[config.mk]
export PLATFORM = sky130hd
export DESIGN_NAME = bcd_calc_engine_v
export DESIGN_NICKNAME = d
export VERILOG_FILES = /design/src/rtl/bcd_calc_pkg_v.sv /design/src/rtl/bcd_digit_adder_v.sv /design/src/rtl/bcd_calc_engine_v.sv
export SDC_FILE = /design/constraint.sdc
export NUM_CORES = 1
export LEC_CHECK = 0
export ABC_AREA = 1
export CORE_ASPECT_RATIO = 0.5
export CORE_MARGIN = 2
export CORE_UTILIZATION = 45
export CTS_CLUSTER_DIAMETER = 100
export DETAILED_ROUTE_END_ITERATION = 7
export SLEW_MARGIN = 20
export SYNTH_ARGS = -nofsm -noshare
export SYNTH_HDL_FRONTEND = slang
export SYNTH_SLANG_ARGS = --single-unit
[constraint.sdc]
create_clock -name CLK -period 5.9 [get_ports CLK]
set_input_delay 1.18 -clock CLK [delete_from_list [all_inputs] [get_ports CLK]]
set_output_delay 1.18 -clock CLK [all_outputs]
set_load 0.01 [all_outputs]
[src/rtl/bcd_calc_pkg_v.sv]
// Shared types and constants for the BCD calculator engine.
package bcd_calc_pkg_v;

  typedef enum logic [2:0] {
    S_A    = 3'd0,
    S_B    = 3'd1,
    S_CALC = 3'd2,
    S_FIX  = 3'd3,
    S_RES  = 3'd4,
    S_ERR  = 3'd5
  } state_t;

  localparam logic OP_ADD = 1'b0;
  localparam logic OP_SUB = 1'b1;

  localparam logic [3:0] BCD_NINE = 4'd9;

  // Nine's complement of one BCD digit.
  function automatic logic [3:0] nines_comp(input logic [3:0] d);
    return BCD_NINE - d;
  endfunction

endpackage

[src/rtl/bcd_digit_adder_v.sv]
// Single BCD digit adder: binary sum followed by +6 decimal correction.
module bcd_digit_adder_v (
  input  logic [3:0] a,
  input  logic [3:0] b,
  input  logic       cin,
  output logic [3:0] s,
  output logic       cout
);

  logic [4:0] bin;

  // Binary add, then correct into the 0..9 range when the sum exceeds nine.
  always_comb begin
    bin = {1'b0, a} + {1'b0, b} + {4'b0000, cin};
    if (bin > 5'd9) begin
      s    = bin[3:0] + 4'd6;
      cout = 1'b1;
    end else begin
      s    = bin[3:0];
      cout = 1'b0;
    end
  end

endmodule

[src/rtl/bcd_calc_engine_v.sv]
// Signed-magnitude BCD calculator core: keypad edge detection, operand entry,
// digit-serial add/subtract through one shared BCD digit adder.
module bcd_calc_engine_v
  import bcd_calc_pkg_v::*;
#(
  parameter int NDIGITS = 4
) (
  input  logic                 CLK,
  input  logic                 RST,
  input  logic [9:0]           KEY,
  input  logic                 ADD,
  input  logic                 SUB,
  input  logic                 EQUAL,
  input  logic                 CLEAR,
  output logic [4*NDIGITS-1:0] DISP,
  output logic                 NEG,
  output logic                 OVF,
  output logic                 BUSY
);

  localparam int CNT_W = $clog2(NDIGITS + 1);
  localparam int IDX_W = $clog2(NDIGITS);

  state_t state_q, state_nxt;

  logic [9:0] key_q;
  logic       add_q, sub_q, eq_q;
  logic       add_ev, sub_ev, eq_ev, op_ev, op_new, dig_ev;
  logic [3:0] dig;

  logic [NDIGITS-1:0][3:0] a_q, b_q, r_q, r_full;
  logic                    sign_a_q, op_q, res_sign_q, carry_q;
  logic [CNT_W-1:0]        cnt_q;
  logic [IDX_W-1:0]        idx_q;
  logic                    eff_sub, idx_last, cnt_ok, busy;

  logic [3:0] ad_a, ad_b, ad_s;
  logic       ad_cin, ad_cout;

  // Key history; all ones after reset so a key held through reset is not a press.
  always_ff @(posedge CLK) begin
    if (RST) begin
      key_q <= '1;
      add_q <= 1'b1;
      sub_q <= 1'b1;
      eq_q  <= 1'b1;
    end else begin
      key_q <= KEY;
      add_q <= ADD;
      sub_q <= SUB;
      eq_q  <= EQUAL;
    end
  end

  // Press events, at most one per cycle: EQUAL over ADD/SUB over digit.
  always_comb begin
    dig = 4'd0;
    for (int i = 0; i < 10; i++) begin
      if (KEY[i]) dig = 4'(i);
    end
    add_ev = ADD & ~add_q;
    sub_ev = SUB & ~sub_q;
    eq_ev  = EQUAL & ~eq_q;
    op_ev  = (add_ev ^ sub_ev) & ~eq_ev;
    op_new = sub_ev ? OP_SUB : OP_ADD;
    dig_ev = $onehot(KEY) && (key_q == 10'd0) && !eq_ev && !(add_ev ^ sub_ev);
  end

  assign eff_sub  = sign_a_q ^ (op_q == OP_SUB);
  assign idx_last = (idx_q == IDX_W'(NDIGITS - 1));
  assign cnt_ok   = (cnt_q < CNT_W'(NDIGITS));
  assign busy     = (state_q == S_CALC) || (state_q == S_FIX);

  // Adder operand select: magnitude add/subtract in CALC, ten's complement in FIX.
  always_comb begin
    if (state_q == S_FIX) begin
      ad_a   = nines_comp(r_q[idx_q]);
      ad_b   = 4'd0;
      ad_cin = (idx_q == '0) ? 1'b1 : carry_q;
    end else begin
      ad_a   = a_q[idx_q];
      ad_b   = eff_sub ? nines_comp(b_q[idx_q]) : b_q[idx_q];
      ad_cin = (idx_q == '0) ? eff_sub : carry_q;
    end
    r_full        = r_q;
    r_full[idx_q] = ad_s;
  end

  bcd_digit_adder_v u_adder (
    .a    (ad_a),
    .b    (ad_b),
    .cin  (ad_cin),
    .s    (ad_s),
    .cout (ad_cout)
  );

  // State register.
  always_ff @(posedge CLK) begin
    if (RST || CLEAR) state_q <= S_A;
    else              state_q <= state_nxt;
  end

  // Next-state logic.
  always_comb begin
    state_nxt = state_q;
    case (state_q)
      S_A:    if (op_ev) state_nxt = S_B;
      S_B:    if (eq_ev) state_nxt = S_CALC;
      S_CALC: if (idx_last) begin
                if (!eff_sub) state_nxt = ad_cout ? S_ERR : S_RES;
                else          state_nxt = ad_cout ? S_RES : S_FIX;
              end
      S_FIX:  if (idx_last) state_nxt = S_RES;
      S_RES:  begin
                if (eq_ev)       state_nxt = S_CALC;
                else if (op_ev)  state_nxt = S_B;
                else if (dig_ev) state_nxt = S_A;
              end
      S_ERR:  state_nxt = S_ERR;
      default: state_nxt = S_A;
    endcase
  end

  // Operand, sign, op and counter registers.
  always_ff @(posedge CLK) begin
    if (RST || CLEAR) begin
      a_q      <= '0;
      b_q      <= '0;
      sign_a_q <= 1'b0;
      op_q     <= OP_ADD;
      cnt_q    <= '0;
      idx_q    <= '0;
    end else begin
      case (state_q)
        S_A: begin
          if (op_ev) begin
            op_q  <= op_new;
            b_q   <= '0;
            cnt_q <= '0;
          end else if (dig_ev && cnt_ok) begin
            a_q   <= {a_q[NDIGITS-2:0], dig};
            cnt_q <= cnt_q + CNT_W'(1);
          end
        end
        S_B: begin
          if (eq_ev) begin
            idx_q <= '0;
          end else if (op_ev) begin
            op_q <= op_new;
          end else if (dig_ev && cnt_ok) begin
            b_q   <= {b_q[NDIGITS-2:0], dig};
            cnt_q <= cnt_q + CNT_W'(1);
          end
        end
        S_CALC: begin
          idx_q <= idx_last ? '0 : idx_q + IDX_W'(1);
          if (idx_last) begin
            if (eff_sub && !ad_cout) begin
              res_sign_q <= ~sign_a_q;
            end else begin
              a_q <= r_full;
              if (r_full == '0) sign_a_q <= 1'b0;
            end
          end
        end
        S_FIX: begin
          idx_q <= idx_last ? '0 : idx_q + IDX_W'(1);
          if (idx_last) begin
            a_q      <= r_full;
            sign_a_q <= (r_full == '0) ? 1'b0 : res_sign_q;
          end
        end
        S_RES: begin
          if (eq_ev) begin
            idx_q <= '0;
          end else if (op_ev) begin
            op_q  <= op_new;
            b_q   <= '0;
            cnt_q <= '0;
          end else if (dig_ev) begin
            a_q      <= (4*NDIGITS)'(dig);
            sign_a_q <= 1'b0;
            cnt_q    <= CNT_W'(1);
          end
        end
        default: ;
      endcase
    end
  end

  // Partial result digits and inter-digit carry while a pass is running.
  always_ff @(posedge CLK) begin
    if (busy) begin
      r_q     <= r_full;
      carry_q <= ad_cout;
    end
  end

  // Display and status outputs.
  always_comb begin
    DISP = (state_q == S_B) ? b_q : a_q;
    NEG  = (state_q == S_B) ? 1'b0 : sign_a_q;
    OVF  = (state_q == S_ERR);
    BUSY = busy;
  end

endmodule

==> results of run 1 <==
[layout by cell type (no fill, tap or decap), types with 4 or more instances in the layout]
cell	instances
or2_2	10
nand2_1	154
edfxtp_1	18
fa_1	8
clkbuf_16	10
dfxtp_1	55
o21ai_1	13
nor3_1	4
o21ai_0	66
inv_1	97
ha_1	15
nand4_1	4
nand3_1	25
clkdlybuf4s50_1	34
nor2_1	56
a21oi_1	61
nand2_2	4
a21oi_2	5
buf_4	5
[worst max path at each step]
stage                                  to  slack [ns]  cells past startpoint
finish              sign_a_q$_SDFFE_PP0P_        0.74                     20
global route        sign_a_q$_SDFFE_PP0P_        0.30                     29
CTS                   a_q[9]$_SDFFE_PP0P_        0.79                     18
detailed placement    a_q[9]$_SDFFE_PP0P_        0.44                     18
global placement      a_q[9]$_SDFFE_PP0P_        0.52                     18
floorplan             a_q[7]$_SDFFE_PP0P_        1.21                     18
[cell families after synthesis]
family          synth area share (%)
compound gates                  20.7
xor+xnor                       0.190
fa+ha+maj                       7.54
buf+inv                         10.8
flops                           35.6
mux                            0.217
simple gates                    25.0
[through the flow]
| stage | util, % | hold WS, ns | instance area, µm² |
|---|---|---|---|
| after detailed placement | 50.0 | 0.457 | 5040 |
| after global placement | 50.0 | 0.454 | 5040 |
| after floorplan | - | 0.444 | 4610 |
| after CTS | 53.1 | 0.466 | 5360 |
| after global routing | 53.1 | 0.483 | 5360 |
| final | 53.1 | 0.467 | 5360 |
[state kept, by name (all words and copies together) (netlist names), 2 cells and up]
signal,flops
a_q,16
key_q,10
state_q,3
cnt_q,3
b_q,16
idx_q,2
r_q,16
[routing by layer]
layer / vias to the layer above / share of wire, % / global-route usage (%)
li1: 2207 / - / -
met1: 1980 / 50 / 32.6
met2: 96 / 44 / 36.7
met3: 18 / 4.5 / 5.21
met4: 0 / 1.5 / 6.73
met5: - / 0 / 0
[worst max-delay path, delay by kind of cell]
kind                     cells  cell delay (ns)
adder cells (fa/ha/maj)      5             2.15
AND/OR/NAND/NOR             12             1.49
buffers and inverters        3             0.58
[where the power goes]
| group | internal, µW | total, µW | switching [µW] |
|---|---|---|---|
| Combinational | 81.6 | 223 | 141 |
| Clock | 347 | 564 | 217 |
| Sequential | 524 | 532 | 7.47 |
[synth_stat cells, types with 4 or more instances]
master    instances
nand2_2           4
nor3_1            4
nor2_1           56
inv_1            97
nand4_1           4
clkbuf_1         13
fa_1              8
nand3_1          25
a21oi_1          61
buf_2             4
o21ai_1          13
ha_1             15
a21oi_2           5
o21ai_0          66
edfxtp_1         18
nand2_1         154
dfxtp_1          55
or2_2            10
[cell type report]
cell class              count  share of cell area (%)
inverters                 100                    7.06
flip-flops and latches     73                    30.7
repair buffers             39                    7.06
multi-input cells         464                    46.2
clock inverters             2                   0.280
clock buffers              14                    5.51
well taps                 140                    3.27
==> impl_metrics.ini, run 1 <==
[status]
status = finished clean

[sta]
finClkSkew_ns = 0.00444
rsz0062_at_grt = false
max_freq_mhz = 194
finalSetupTns_ns = 0
relSlewSlack_pct = 46.2
maxSlewViolCount = 0
period_share_pct = 87.5
setup_viol = 0
min_period_ns = 5.16
hold_viol_final = 0
worst_slack_ns = 0.739
worst_pin_slew_ns = 0.805

[worst_setup_path]
reg2reg_depth = 29
r2r-end = sign_a_q$_SDFFE_PP0P_
path_cells = clkdlybuf4s50_1 > fa_1 > fa_1 > inv_1 > fa_1 > inv_1 > ha_1 > fa_1 > nor2_1 > nand2_1 > nor3_4 > nand2_2 > nand2_1 > nand3_1 > nor2_1 > nand2_1 > nor2_1 > nand3_1 > nor2_1 > nor2_1
cp-end-kind = flip-flop
r2r_start = state_q[2]$_SDFFE_PP0P_
critPathArrivalTime_ns = 5.39
slowest_stage = fa_1
worstSetupPathType = input port to flip-flop
r2r_setup_slack_ns = 0.95
worst_setup_path_start_kind = input port
cpPeakStageDelay_ns = 0.52
crit_path_frequent_cell = nor2_1
critPathLaunch = KEY[5]
crit_fanout = 5
required_ns = 6.13

[route]
routedWlPerCell_um = 14.9
routed_wl_um = 12400
first_pass_iters = 5
viasPerCell = 5.17
first_iter_violations = 372
antenna_left = 0
drcViolationCount = 0
num_vias = 4301

[yosys]
synth_cell_types = 49
synth_ff_type = dfxtp_1
synth-seq-cells = 73
synth_area_um2 = 4610
synth_area_leaders = dfxtp_1 24%, nand2_1 13%, edfxtp_1 12%
synth_edf_count = 18
yosys.area.top_type = dfxtp_1
postSynthAreaPerCell_um2 = 6.99
synth.net_count = 699
synth-warning-count = 0
syn_inst = 660
synth_top_cell_area_share_pct = 23.9
synthArstFlopShare_pct = 0
yosysSeqAreaShare_pct = 35.6

[clocking]
cts_resized = 0
root_buffer = clkbuf_16
clk_latency_ns = 0.34
post-cts-setup-buffers = 0
tritoncts = done
clockBufferDepth = 2
cts_sinks = 73
htreeDepth = 3
cts_buffers = 9
path_clk_slew_ns = 0.06
cts.hold.buffers_added = 0

[min_path]
hold_class = flip-flop to flip-flop
holdPathEnd = b_q[12]$_SDFFE_PP0P_
hp-start = b_q[12]$_SDFFE_PP0P_
holdPathStages = 2

[cells_and_area]
drive_above_1_share_pct = 7.66
num_antenna_cells = 0
fin_cells = 832
ff_latch_area_um2 = 1640
areaGrowthSynthToFinish_pct = 16.1
multi_input_area_um2 = 2470
finalNetCount = 726
n_fill_cell = 1032

[placed_design]
hpwl_um = 9220
dp.cells = 816
place_congestion = 0.873
numPortBuffers = 34
pre_cts_slack_ns = 0.439

[die]
initial_core_util_pct = 45.7
row_count = 26
dieArea_um2 = 11100
fp.coreArea_um2 = 10100
die_y_um = 75.6
io_pins = 35
dieWidth_um = 147

[pwr]
vdd_ir_drop_max_mv = 0.145
p_leak_uw = 0.00224
total_power_uw = 1320
powerDensity_nw_per_um2 = 246

[job]
drv_cap = 0

[grt]
antenna_found_initial = 0
grtUsageTotal_pct = 23.2
grt_pass1_wl_um = 19800
grt_pass1_vias = 3785
grt_overflow = 0
grt_max_degree = 38
Note: power is estimated with default switching activity, not from simulation.
==> run 2: changes to the inputs <==
Settings changed: CORE_MARGIN 2 to 4.
==> run 2 against run 1 <==
- combinational power about the same
- critical path type unchanged
- utilization increased by 2.0 points
- power fell by 0.62%
==> impl_metrics.ini, run 2 (synthesis gave the netlist of run 1 again) <==
[pwr]
total_power_uw = 1310
power_switching_uw = 369
vdd_ir_drop_max_mv = 0.167
p_sw_share_pct = 28.2
powerDensity_nw_per_um2 = 245
p_leak_uw = 0.00224
p_int_uw = 942
pwr-share-seq_pct = 40.6
pwr-share-clk_pct = 42.3
comb_power_share_pct = 17.1

[clocking]
clockBufferDepth = 2
htreeDepth = 3
cts.hold.buffers_added = 0
post-cts-setup-buffers = 0
root_buffer = clkbuf_16
tritoncts = done
clk_latency_ns = 0.34
cts_sinks = 73
cts_buffers = 9
cts_resized = 0
path_clk_slew_ns = 0.06

[worst_setup_path]
required_ns = 6.13
path_cells = clkdlybuf4s50_1 > fa_1 > fa_1 > inv_1 > fa_1 > inv_1 > ha_1 > fa_1 > nor2_1 > nand2_1 > nor3_4 > nand2_2 > nand2_1 > nand3_1 > nor2_1 > nand2_1 > nor2_1 > nand3_1 > nor2_1 > nor2_1
cpPeakStageDelay_ns = 0.52
r2r_start = state_q[2]$_SDFFE_PP0P_
slowest_stage = fa_1
cp-end-kind = flip-flop
cpLargestDelayFamily = adder cells
crit_fanout = 5
r2r-end = sign_a_q$_SDFFE_PP0P_
crit_path_frequent_cell = nor2_1
critPathLaunch = KEY[5]
r2r_setup_slack_ns = 0.76
critPathArrivalTime_ns = 5.37
worst_setup_path_start_kind = input port
worstSetupPathType = input port to flip-flop
critPathBufInv = 3
reg2reg_depth = 29

[route]
first_pass_iters = 5
routedWlPerCell_um = 15.1
drcViolationCount = 0
viasPerCell = 5.21
first_iter_violations = 408
routed_wl_um = 12500
num_vias = 4311
antenna_left = 0

[cells_and_area]
ff_latch_area_um2 = 1640
n_fill_cell = 969
drive_above_1_share_pct = 7.80
final_cell_mix = 154 x nand2_1, 97 x inv_1, 66 x o21ai_0
num_antenna_cells = 0
final_common_cell = nand2_1
areaGrowthSynthToFinish_pct = 16.0
final_util_pct = 55.1
reg_top3 = a_q (16), b_q (16), r_q (16)
multi_input_area_um2 = 2470
finalNetCount = 726
final_cell_area_um2 = 5350

[min_path]
holdPathStages = 2
holdPathEnd = b_q[12]$_SDFFE_PP0P_
hp-start = b_q[12]$_SDFFE_PP0P_
hold_class = flip-flop to flip-flop

[sta]
min_period_ns = 5.15
finalSetupTns_ns = 0
hold_viol_final = 0
period_share_pct = 87.2
setup_viol = 0
finClkSkew_ns = 0.00387
rsz0062_at_grt = false
max_freq_mhz = 194
worst_pin_slew_ns = 0.787
maxSlewViolCount = 0
relSlewSlack_pct = 47.5

[grt]
grtUsageTotal_pct = 22.0
antenna_found_initial = 0
grt_pass1_vias = 3900
grt_max_degree = 37
grt_pass1_wl_um = 20300
grt_overflow = 0

[die]
dieArea_um2 = 12000
fp.coreArea_um2 = 9700
io_pins = 35
dieWidth_um = 151
initial_core_util_pct = 47.5
die_y_um = 79.6
row_count = 25

[placed_design]
placed_area_um2 = 5040
numPortBuffers = 34
hpwl_um = 9380
place_congestion = 0.864

[job]
drv_cap = 0

[status]
status = finished clean
==> run 2: cell types whose count changed in the layout (fill, tap and decap cells not counted) <==
cell	delta
clkinv_4	+2
clkinv_2	+2
clkbuf_8	-3
inv_6	-1
clkbuf_16	+1
clkbuf_1	-1
==> run 2: metal layers <==
| layer | track usage, % | wire length (µm) |
|---|---|---|
| met5 | 0 | 0 |
| met4 | 6.15 | 171 |
| met3 | 4.14 | 648 |
| met2 | 32.9 | 5390 |
| met1 | 32.3 | 6320 |
==> run 2: worst min-delay path, stage by stage, from the launching register on <==
cell	delay, ns
dfxtp_1	0.31
nand2_1	0.06
a21oi_1	0.06
==> run 2: how the worst max path moves through the flow <==
stage                                        to  slack [ns]  cells after the start
final                     sign_a_q$_SDFFE_PP0P_        0.75                     20
after global routing        a_q[9]$_SDFFE_PP0P_        0.25                     27
after CTS                  a_q[14]$_SDFFE_PP0P_        0.78                     18
after detailed placement   a_q[14]$_SDFFE_PP0P_        0.42                     18
after global placement     a_q[14]$_SDFFE_PP0P_        0.53                     18
after floorplan             a_q[7]$_SDFFE_PP0P_        1.21                     18
==> run 2: power by group through the flow <==
stage               Clock (µW)  Combinational (µW)  Sequential (µW)
floorplan                    0                 165              541
global placement             0                 221              543
finish                     555                 224              532
global route               585                 254              533
CTS                        563                 225              532
detailed placement           0                 224              543
==> run 2: layout make-up <==
type,instances,area share (%)
Inverter,100,7.07
Timing Repair Buffer,39,7.07
Tap cell,135,3.16
Multi-Input combinational cell,464,46.2
Clock buffer,11,5.15
Sequential cell,73,30.7
Clock inverter,5,0.632
==> run 2: stage by stage <==
step	instances	hold slack, ns	setup slack, ns
6_report	827	0.466	0.755
5_1_grt	827	0.482	0.249
4_1_cts	827	0.469	0.779
3_5_place_dp	811	0.461	0.424
3_3_place_gp	811	0.456	0.525
2_1_floorplan	660	0.444	1.21
==> run 3: changes to the inputs <==
Settings changed: CORE_UTILIZATION 45 to 59, HOLD_SLACK_MARGIN from default to 0.05, MAX_ROUTING_LAYER from default to met4, PLACE_DENSITY from default to 0.8.
==> run 3 against run 2 <==
- first-iteration DRC count rose by 15%
- critical endpoint is now a_q[14]$_SDFFE_PP0P_
- sequential share of layout area rose by 0.14 points
- maximum frequency rose by 0.75%
- count of clock-buffer cells in the layout rose by 3
- wire length fell by 5.1%
- critical path depth fell by 2
- highest routed layer unchanged
==> impl_metrics.ini, run 3 (synthesis gave the netlist of run 1 again) <==
[die]
initial_core_util_pct = 61.8
dieArea_um2 = 9380
die_y_um = 70.5
fp.coreArea_um2 = 7460
row_count = 22
io_pins = 35
dieWidth_um = 133

[route]
first_iter_violations = 469
routedWlPerCell_um = 14.8
drcViolationCount = 0
num_vias = 4395
routed_wl_um = 11900
viasPerCell = 5.49
first_pass_iters = 5
antenna_left = 0

[clocking]
root_buffer = clkbuf_16
tritoncts = done
cts_buffers = 9
post-cts-setup-buffers = 0
cts_sinks = 73
clockBufferDepth = 2
clk_latency_ns = 0.34
cts_resized = 0
cts.hold.buffers_added = 0
path_clk_slew_ns = 0.06
htreeDepth = 3

[pwr]
total_power_uw = 1320
p_int_uw = 955
pwr-share-seq_pct = 40.4
pwr-share-clk_pct = 42.7
p_leak_uw = 0.00224
p_sw_share_pct = 27.5
power_switching_uw = 362
powerDensity_nw_per_um2 = 247
comb_power_share_pct = 16.9
vdd_ir_drop_max_mv = 0.139

[sta]
period_share_pct = 86.6
rsz0062_at_grt = false
maxSlewViolCount = 0
finalSetupTns_ns = 0
finClkSkew_ns = 0.00505
worst_pin_slew_ns = 0.766
hold_slack_ns = 0.471
max_freq_mhz = 196
relSlewSlack_pct = 48.9
hold_viol_final = 0
setup_viol = 0
min_period_ns = 5.11
worst_slack_ns = 0.793

[worst_setup_path]
r2r-end = a_q[14]$_SDFFE_PP0P_
worstSetupPathType = input port to flip-flop
required_ns = 6.13
critPathArrivalTime_ns = 5.34
r2r_setup_slack_ns = 0.96
crit_fanout = 24
reg2reg_depth = 27
cp-end-kind = flip-flop
worst_setup_path_start_kind = input port
r2r_start = state_q[2]$_SDFFE_PP0P_

[job]
drv_cap = 0

[cells_and_area]
finalNetCount = 727
drive_above_1_share_pct = 7.65
final_cell_mix = 154 x nand2_1, 97 x inv_1, 66 x o21ai_0
reg_top3 = a_q (16), b_q (16), r_q (16)
num_antenna_cells = 0
final_common_cell = nand2_1
areaGrowthSynthToFinish_pct = 15.5

[min_path]
hold_class = flip-flop to flip-flop
holdPathStages = 2
holdPathEnd = b_q[14]$_SDFFE_PP0P_
hp-start = b_q[14]$_SDFFE_PP0P_

[grt]
antenna_found_initial = 0
grt_max_degree = 37
grt_pass1_vias = 4016
grt_overflow = 0
grt_pass1_wl_um = 19400
grtUsageTotal_pct = 26.5

[placed_design]
pre_cts_slack_ns = 0.430
numPortBuffers = 34
place_congestion = 0.896
hpwl_um = 8750

[status]
status = finished clean
-- run 3: cell count changes in the layout (fill, tap and decap cells not counted) --
cell,before,now
clkinv_2,2,0
clkbuf_1,0,2
buf_4,5,6
clkbuf_8,0,1
clkinv_4,2,1
-- run 3: routing by layer --
| layer | up-vias | global-route usage [%] | part of all wire (%) |
|---|---|---|---|
| li1 | 2208 | - | - |
| met1 | 1984 | 35.4 | 46 |
| met2 | 179 | 40.8 | 44 |
| met3 | 24 | 5.83 | 7.9 |
| met4 | 0 | 7.60 | 1.8 |
| met5 | - | - | 0 |
-- run 3: worst max-delay path by stage --
stage / startpoint / endpoint / slack, ns / depth (start not counted)
after floorplan: KEY[0] / a_q[7]$_SDFFE_PP0P_ / 1.21 / 18
after global placement: KEY[5] / a_q[10]$_SDFFE_PP0P_ / 0.57 / 18
after detailed placement: KEY[5] / a_q[9]$_SDFFE_PP0P_ / 0.43 / 18
after CTS: KEY[5] / a_q[9]$_SDFFE_PP0P_ / 0.79 / 18
after global routing: KEY[5] / a_q[14]$_SDFFE_PP0P_ / 0.52 / 18
final: KEY[5] / a_q[14]$_SDFFE_PP0P_ / 0.79 / 18
-- run 3: power by group through the flow --
stage               sequential [µW]  combinational [µW]  clock (µW)
finish                          532                 223         562
detailed placement              543                 219           0
global placement                543                 214           0
CTS                             532                 220         562
floorplan                       541                 165           0
global route                    533                 250         585
-- run 3: cell type report --
| class | count | area [µm²] |
|---|---|---|
| multi-input combinational | 464 | 2470 |
| fill | 627 | 2140 |
| sequential | 73 | 1640 |
| timing repair buffer | 40 | 385 |
| inverter | 100 | 378 |
| clock buffer | 14 | 297 |
| tap | 108 | 135 |
| clock inverter | 2 | 15.0 |
-- run 3: through the flow --
step / cell area, µm² / utilization (%) / cells
after CTS: 5320 / 71.4 / 801
after global routing: 5320 / 71.4 / 801
after global placement: 5010 / 67.2 / 785
after floorplan: 4610 / - / 660
after detailed placement: 5010 / 67.2 / 785
final: 5320 / 71.4 / 801
-- run 3: worst max-delay path, cell delays in order --
cell and delay (ns):
clkdlybuf4s50_1 0.48, fa_1 0.53, fa_1 0.49, inv_1 0.05, fa_1 0.47, inv_1 0.04
ha_1 0.21, fa_1 0.46, nor2_1 0.11, nand2_1 0.09, nor3_4 0.21, nand2_2 0.12
o21ai_2 0.17, nand4_4 0.17, inv_4 0.24, o21ai_0 0.13, a21oi_1 0.14, nor2_1 0.05
